===== config.mk =====
export PLATFORM = sky130hd
export DESIGN_NAME = seq_capture_buf
export DESIGN_NICKNAME = d
export VERILOG_FILES = /design/src/rtl/seq_capture_buf.sv
export SDC_FILE = /design/constraint.sdc
export NUM_CORES = 1
export LEC_CHECK = 0
export CORE_MARGIN = 8
export CORE_UTILIZATION = 65
export CTS_CLUSTER_SIZE = 8
export DETAILED_ROUTE_END_ITERATION = 8
export PLACE_DENSITY = 0.84
export SLEW_MARGIN = 40
export SYNTH_ARGS = -nofsm -noshare
export SYNTH_HDL_FRONTEND = slang
export SYNTH_SLANG_ARGS = --single-unit

===== constraint.sdc =====
create_clock -name clk -period 3.75 [get_ports clk]
set_clock_uncertainty 0.1 [all_clocks]
set_input_delay 0.375 -clock clk [delete_from_list [all_inputs] [get_ports clk]]
set_output_delay 0.375 -clock clk [all_outputs]
set_load 0.01 [all_outputs]

===== src/rtl/seq_capture_buf.sv =====
// Captures a burst of DEPTH consecutive generator samples, flags the first unsigned wrap,
// then drains the burst in order through a valid/ready read port.
module seq_capture_buf #(
    parameter int DATA_W = 16,
    parameter int DEPTH  = 16,
    parameter int ADDR_W = 4
) (
    input  logic              clk,
    input  logic              rst,
    input  logic              start,
    input  logic [DATA_W-1:0] din,
    input  logic              rd_ready,
    output logic              rd_valid,
    output logic [DATA_W-1:0] rd_data,
    output logic [ADDR_W-1:0] rd_index,
    output logic              busy,
    output logic              full,
    output logic              wrap_seen,
    output logic [ADDR_W-1:0] wrap_index
);

    typedef enum logic [1:0] {
        IDLE,
        CAPTURE,
        DRAIN
    } state_t;

    localparam logic [ADDR_W-1:0] LAST = ADDR_W'(DEPTH - 1);

    state_t            state;
    logic [ADDR_W-1:0] wr_ptr;
    logic [DATA_W-1:0] prev;
    logic [DATA_W-1:0] mem [DEPTH];
    logic [ADDR_W-1:0] rd_next;

    assign rd_next = rd_index + ADDR_W'(1);

    // Sample storage has no reset; only CAPTURE writes it, so a drain never sees din.
    always_ff @(posedge clk) begin
        if (state == CAPTURE) begin
            mem[wr_ptr] <= din;
        end
    end

    // Control FSM with every visible output registered.
    always_ff @(posedge clk or negedge rst) begin
        if (!rst) begin
            state      <= IDLE;
            wr_ptr     <= '0;
            prev       <= '0;
            rd_valid   <= 1'b0;
            rd_data    <= '0;
            rd_index   <= '0;
            busy       <= 1'b0;
            full       <= 1'b0;
            wrap_seen  <= 1'b0;
            wrap_index <= '0;
        end else begin
            case (state)
                IDLE: begin
                    if (start) begin
                        state      <= CAPTURE;
                        busy       <= 1'b1;
                        wr_ptr     <= '0;
                        wrap_seen  <= 1'b0;
                        wrap_index <= '0;
                    end
                end

                CAPTURE: begin
                    prev   <= din;
                    wr_ptr <= wr_ptr + ADDR_W'(1);
                    // The first slot has no predecessor, and only the first wrap is kept.
                    if ((wr_ptr != '0) && !wrap_seen && (din < prev)) begin
                        wrap_seen  <= 1'b1;
                        wrap_index <= wr_ptr;
                    end
                    if (wr_ptr == LAST) begin
                        state    <= DRAIN;
                        wr_ptr   <= '0;
                        full     <= 1'b1;
                        rd_valid <= 1'b1;
                        rd_index <= '0;
                        rd_data  <= mem[0];
                    end
                end

                DRAIN: begin
                    if (rd_valid && rd_ready) begin
                        if (rd_index == LAST) begin
                            state    <= IDLE;
                            busy     <= 1'b0;
                            rd_valid <= 1'b0;
                            full     <= 1'b0;
                        end else begin
                            rd_index <= rd_next;
                            rd_data  <= mem[rd_next];
                        end
                    end
                end

                default: begin
                    state <= IDLE;
                    busy  <= 1'b0;
                end
            endcase
        end
    end

endmodule


* Yosys cells after proc, flatten, opt, wreduce, memory -nomap -nowiden
Memories as Yosys holds them, arrays and structs flattened. Index checks and enable logic that the tools add are counted.
Word-level totals: register bits after elaboration 49, latch bits 0, memory bits (writable) 256, ROM bits 0, bits of input ports 20, output and inout port bits 28, memories kept 1
Memories:
- mem | depth 16, width 16, read ports 2, clocked after Yosys merged registers in 0, write ports 1, line 33 | logic [DATA_W-1:0] mem [DEPTH];
Cells by class: add/sub/neg operators 2, $mul 0, div/mod/pow operators 0, magnitude comparators 1, eq/ne operators 10, shift operators 0, multiplexer cells 29, bitwise operators 1, reduce and logical (&&, ||, !) cells 14
Operators with widths (count):
- 2-to-1 mux 16 bit | 3
- one-hot mux 16 bit (2 select lines) | 1
- 2-to-1 mux 4 bit | 6
- one-hot mux 4 bit (2 select lines) | 3
- less-than comparator 16 bit | 1
- AND reduction 4 bit | 4
- adder 4 x 1 -> 4 bit, second input constant | 2
- == test 4 bit, second input constant | 2
- 2-to-1 mux 1 bit | 8
- 2-to-1 mux 2 bit | 4
- inequality test 2 bit, second input constant | 4
- one-hot mux 2 bit (3 select lines) | 1
- inequality test 2 x 1 -> 1 bit, second input constant | 2
- one-hot mux 1 bit (2 select lines) | 2
- nonzero test 2 bit | 2
- nonzero test 4 bit | 1
- logical AND 1 bit | 3
- one-hot mux 1 bit (3 select lines) | 1
- AND reduction 3 bit | 1
- == test 2 x 1 -> 1 bit, second input constant | 1
- == test 2 bit, second input constant | 1
- logical NOT 2 bit | 1
- AND reduction 2 bit | 1
- logical NOT 1 bit | 1
- NOT 1 bit | 1

* Depth between registers and ports, before layout
depth in word-level cells 5, mapped depth 7, gate-level depth less buffers 7

* Worst setup path after synthesis
No wires, ideal clock.
path type register -> register, from register state[1], to memory mem[0][0], enable pin, setup time 0.409 ns, data arrival time 1.942 ns, setup slack 1.298 ns, stages on the path, launching flop included 4, path buffers 1, cell sequence dfrtp_1 nand2b_1 buf_2 nor3_1
Between the ends: longest elaborated chain between the ends 3
Ends and longest elaborated chain:
- start: declaration | line 30 | state_t state;
- start signal: assignment | line 48 | state <= IDLE;
- start signal: assignment | line 62 | state <= CAPTURE;
- start signal: assignment | line 79 | state <= DRAIN;
- == test 2 x 1 -> 1 bit | line 40 | if (state == CAPTURE) begin
- 2-to-1 mux 1 bit | line 40
- 2-to-1 mux 1 bit (implied by the code) | line 41 | mem[wr_ptr] <= din;
- end: declaration | line 33
Every way passes these cells.

* Worst setup path after layout
from register rd_index[0], to register rd_data[12]
Between the ends: longest elaborated chain between the ends 5
Ends and longest elaborated chain:
- start: declaration | line 15 | output logic [ADDR_W-1:0] rd_index,
- start signal: assignment | line 96 | rd_index <= rd_next;
- adder 4 x 1 -> 4 bit | line 36 | assign rd_next = rd_index + ADDR_W'(1);
- memory (16 x 16 bit)
- 2-to-1 mux 16 bit | line 90 | if (rd_index == LAST) begin
- 2-to-1 mux 16 bit | line 89 | if (rd_valid && rd_ready) begin
- one-hot mux 16 bit (2 select lines) | line 59 | case (state)
- end signal: assignment | line 84 | rd_data <= mem[0];
- end signal: assignment | line 97 | rd_data <= mem[rd_next];
- end: declaration | line 14 | output logic [DATA_W-1:0] rd_data,
Parallel ways exist; a longest one is shown, timed or not. The select of a mux whose other input is x is not followed. A chain may end at the register's enable or synchronous reset.

==> impl_results.md <==
* Clock latency reported for the late side of the worst-skew pair at 510 ps
* GP Congestion at 0.820
* Final Hold Viols at 0
* #FFs+latches synth at 305
* Ys flop type: edfxtp_1
* Die Y at 154 µm
* Max VDD drop at 0.000360 V
* Pwr/cell area at 725 nW/µm²
* Clock Sinks at 305
* Final std cells w/o fill at 1037
* Outcome: complete, no violations
* Arr. time, crit path at 2870 ps
* TNS Setup at 0 ps
* Gr ovfl total at 0
* Final hold slack at 296 ps
* Via count at 7098
* Die width at 154 µm
* DR WL/cell at 30.7 µm
* Pre-Repair DR Iteration Count at 5
* Initial Util at 0.664
* Syn Std Cell Area at 12400 µm²
* Vias in the first global route at 7531
* Mean Syn Cell Area at 18.4 µm²
* Count of cell types in the netlist at 45
* Tot Pwr at 10.5 mW
* Rel. slew slack at 0.495
* Fmax at 387 MHz
* Worst Hold Class: in2async
* CTS resizes at 0
* Detailed placement HPWL at 16.8 mm
* DRC Markers at 0
* Final WL at 31.8 mm
* Crit. End Element: flop
* Clk slew on worst S/H paths at 50 ps
* Max Slew Vio Count at 0
* Startpoint types: flop
* Post-synth EDFFs at 256
* Crit path max fanout at 58
* Post-Synthesis Cells at 677
* Die area at 23800 µm²
* DP Cell Count at 956
* Post-layout min period at 2590 ps
* Fin nets at 809
* Design Area, Final at 14500 µm²
* Area after DPL at 13300 µm²
* # IOs at 48
* Hold buffer count at CTS at 1
* Core area at 18700 µm²
* Syn_nets at 717
* Rows at 50
* Post-route worst setup slack at 1160 ps
* Routed Antenna Nets at 0
* TritonCTS Buffers at 44
* Period utilization at 0.690
* GRT Total Usage at 0.273
* Yosys Warn Count at 0
* First-pass GRT wire length at 47.3 mm
* Sequential area share after synthesis at 0.717
* Async S/R FF share, synth at 0.161
* Critical path type: reg2reg
* Slew @ Worst Pin at 756 ps
* Finished Core Util at 0.777
* Post-CTS setup buffer count at 0
* RSZ-0062 raised after global routing: false
* CTS tree: built
* Clk buf depth at 3
* Crit path required time at 4040 ps
* Most frequent cells in the layout: edfxtp_1 (256), mux4_2 (64), nand2_1 (53)
* Pin count of the biggest net entering global routing at 59
* Endpoints failing setup at 0
* Number of diodes at 0
* PortBufs at 47
* Place WS at 874 ps
* Drt initial violations at 814
* DR vias/cell at 6.84
* Root Buffer: clkbuf_16
* Htree depth at 2
* Cell leakage power at 5.16 nW
* Maxcap violations at 0
* Most common cell after layout, fill and taps aside: edfxtp_1
* Initial antenna violation count at 0
* Area growth syn-to-layout at 16.9%
* Layout cells sized above 1 at 0.213
==> flip-flops by register name (all words and copies together), names as in the netlist <==
name and flops:
state 2, full 1, mem 256, wrap_index 4, prev 16, wr_ptr 4, rd_index 4, wrap_seen 1
rd_data 16, busy 1
==> area by class of cell <==
class	count	area, µm²
clock inverters	1	8.76
multi-input cells	317	3230
flip-flops and latches	305	8920
clock buffers	79	1250
inverters	21	78.8
well taps	234	293
fillers	897	4180
repair buffers	80	753
==> worst paths after layout <==
kind,from,end,slack [ps],cells after the start
hold reg to reg,prev[0]$_DFFE_PN0P_,prev[0]$_DFFE_PN0P_,400,2
setup reg to reg,rd_index[0]$_DFFE_PN0P_,rd_data[12]$_DFFE_PN0P_,1160,5
max in group asynchronous,rst,wrap_index[0]$_DFFE_PN0P_,2360,3
hold / removal,rst,state[1]$_DFFE_PN0P_,300,2
setup / recovery,rd_index[0]$_DFFE_PN0P_,rd_data[12]$_DFFE_PN0P_,1160,5
min in group clk,prev[0]$_DFFE_PN0P_,prev[0]$_DFFE_PN0P_,400,2
==> power breakdown <==
group,internal (mW),total [mW],switching [mW]
clock network,2.23,3.59,1.36
registers,4.15,4.45,0.297
logic,1.12,2.50,1.38
total,7.50,10.5,3.03
==> critical path: stages, from the launching register on <==
cell,delay (ps)
dfrtp_4,650
ha_2,550
buf_12,350
mux4_2,390
mux2i_1,250
a221oi_2,110
==> kinds of logic (layout without fill, tap and decap cells) <==
family | Yosys count | after routing | share of synthesized area
AOI/OAI and AO/OA | 81 | 81 | 0.0481
xor gates and xnor gates | 2 | 2 | 0.00292
adders and majority gates | 20 | 20 | 0.0201
buffers and inverters | 55 | 181 | 0.0255
DFF | 305 | 305 | 0.717
muxes | 100 | 100 | 0.145
and+or+nand+nor | 114 | 114 | 0.0410
==> cells in the mapped netlist, types with 5 or more instances <==
cell type  number  area (µm²)
nand2b_1        5        31.3
a21oi_1         9        45.0
nor2_1         30         113
buf_4           6        45.0
mux4_2         64        1440
nand2_1        53         199
inv_1          21        78.8
mux2i_1        36         360
dfrtp_1        49        1230
buf_2          14        70.1
clkbuf_1        5        18.8
edfxtp_1      256        7690
a221oi_2       11         165
ha_1           20         250
a221oi_1        5        43.8
and3_1          7        43.8
o21ai_0        40         200
==> metal layers <==
layer  global-route usage  part of all wire
met4                0.113             0.041
met5                    0                 0
met1                0.339              0.35
met3               0.0697              0.12
met2                0.452              0.50
(Power assumes the default switching activity.)
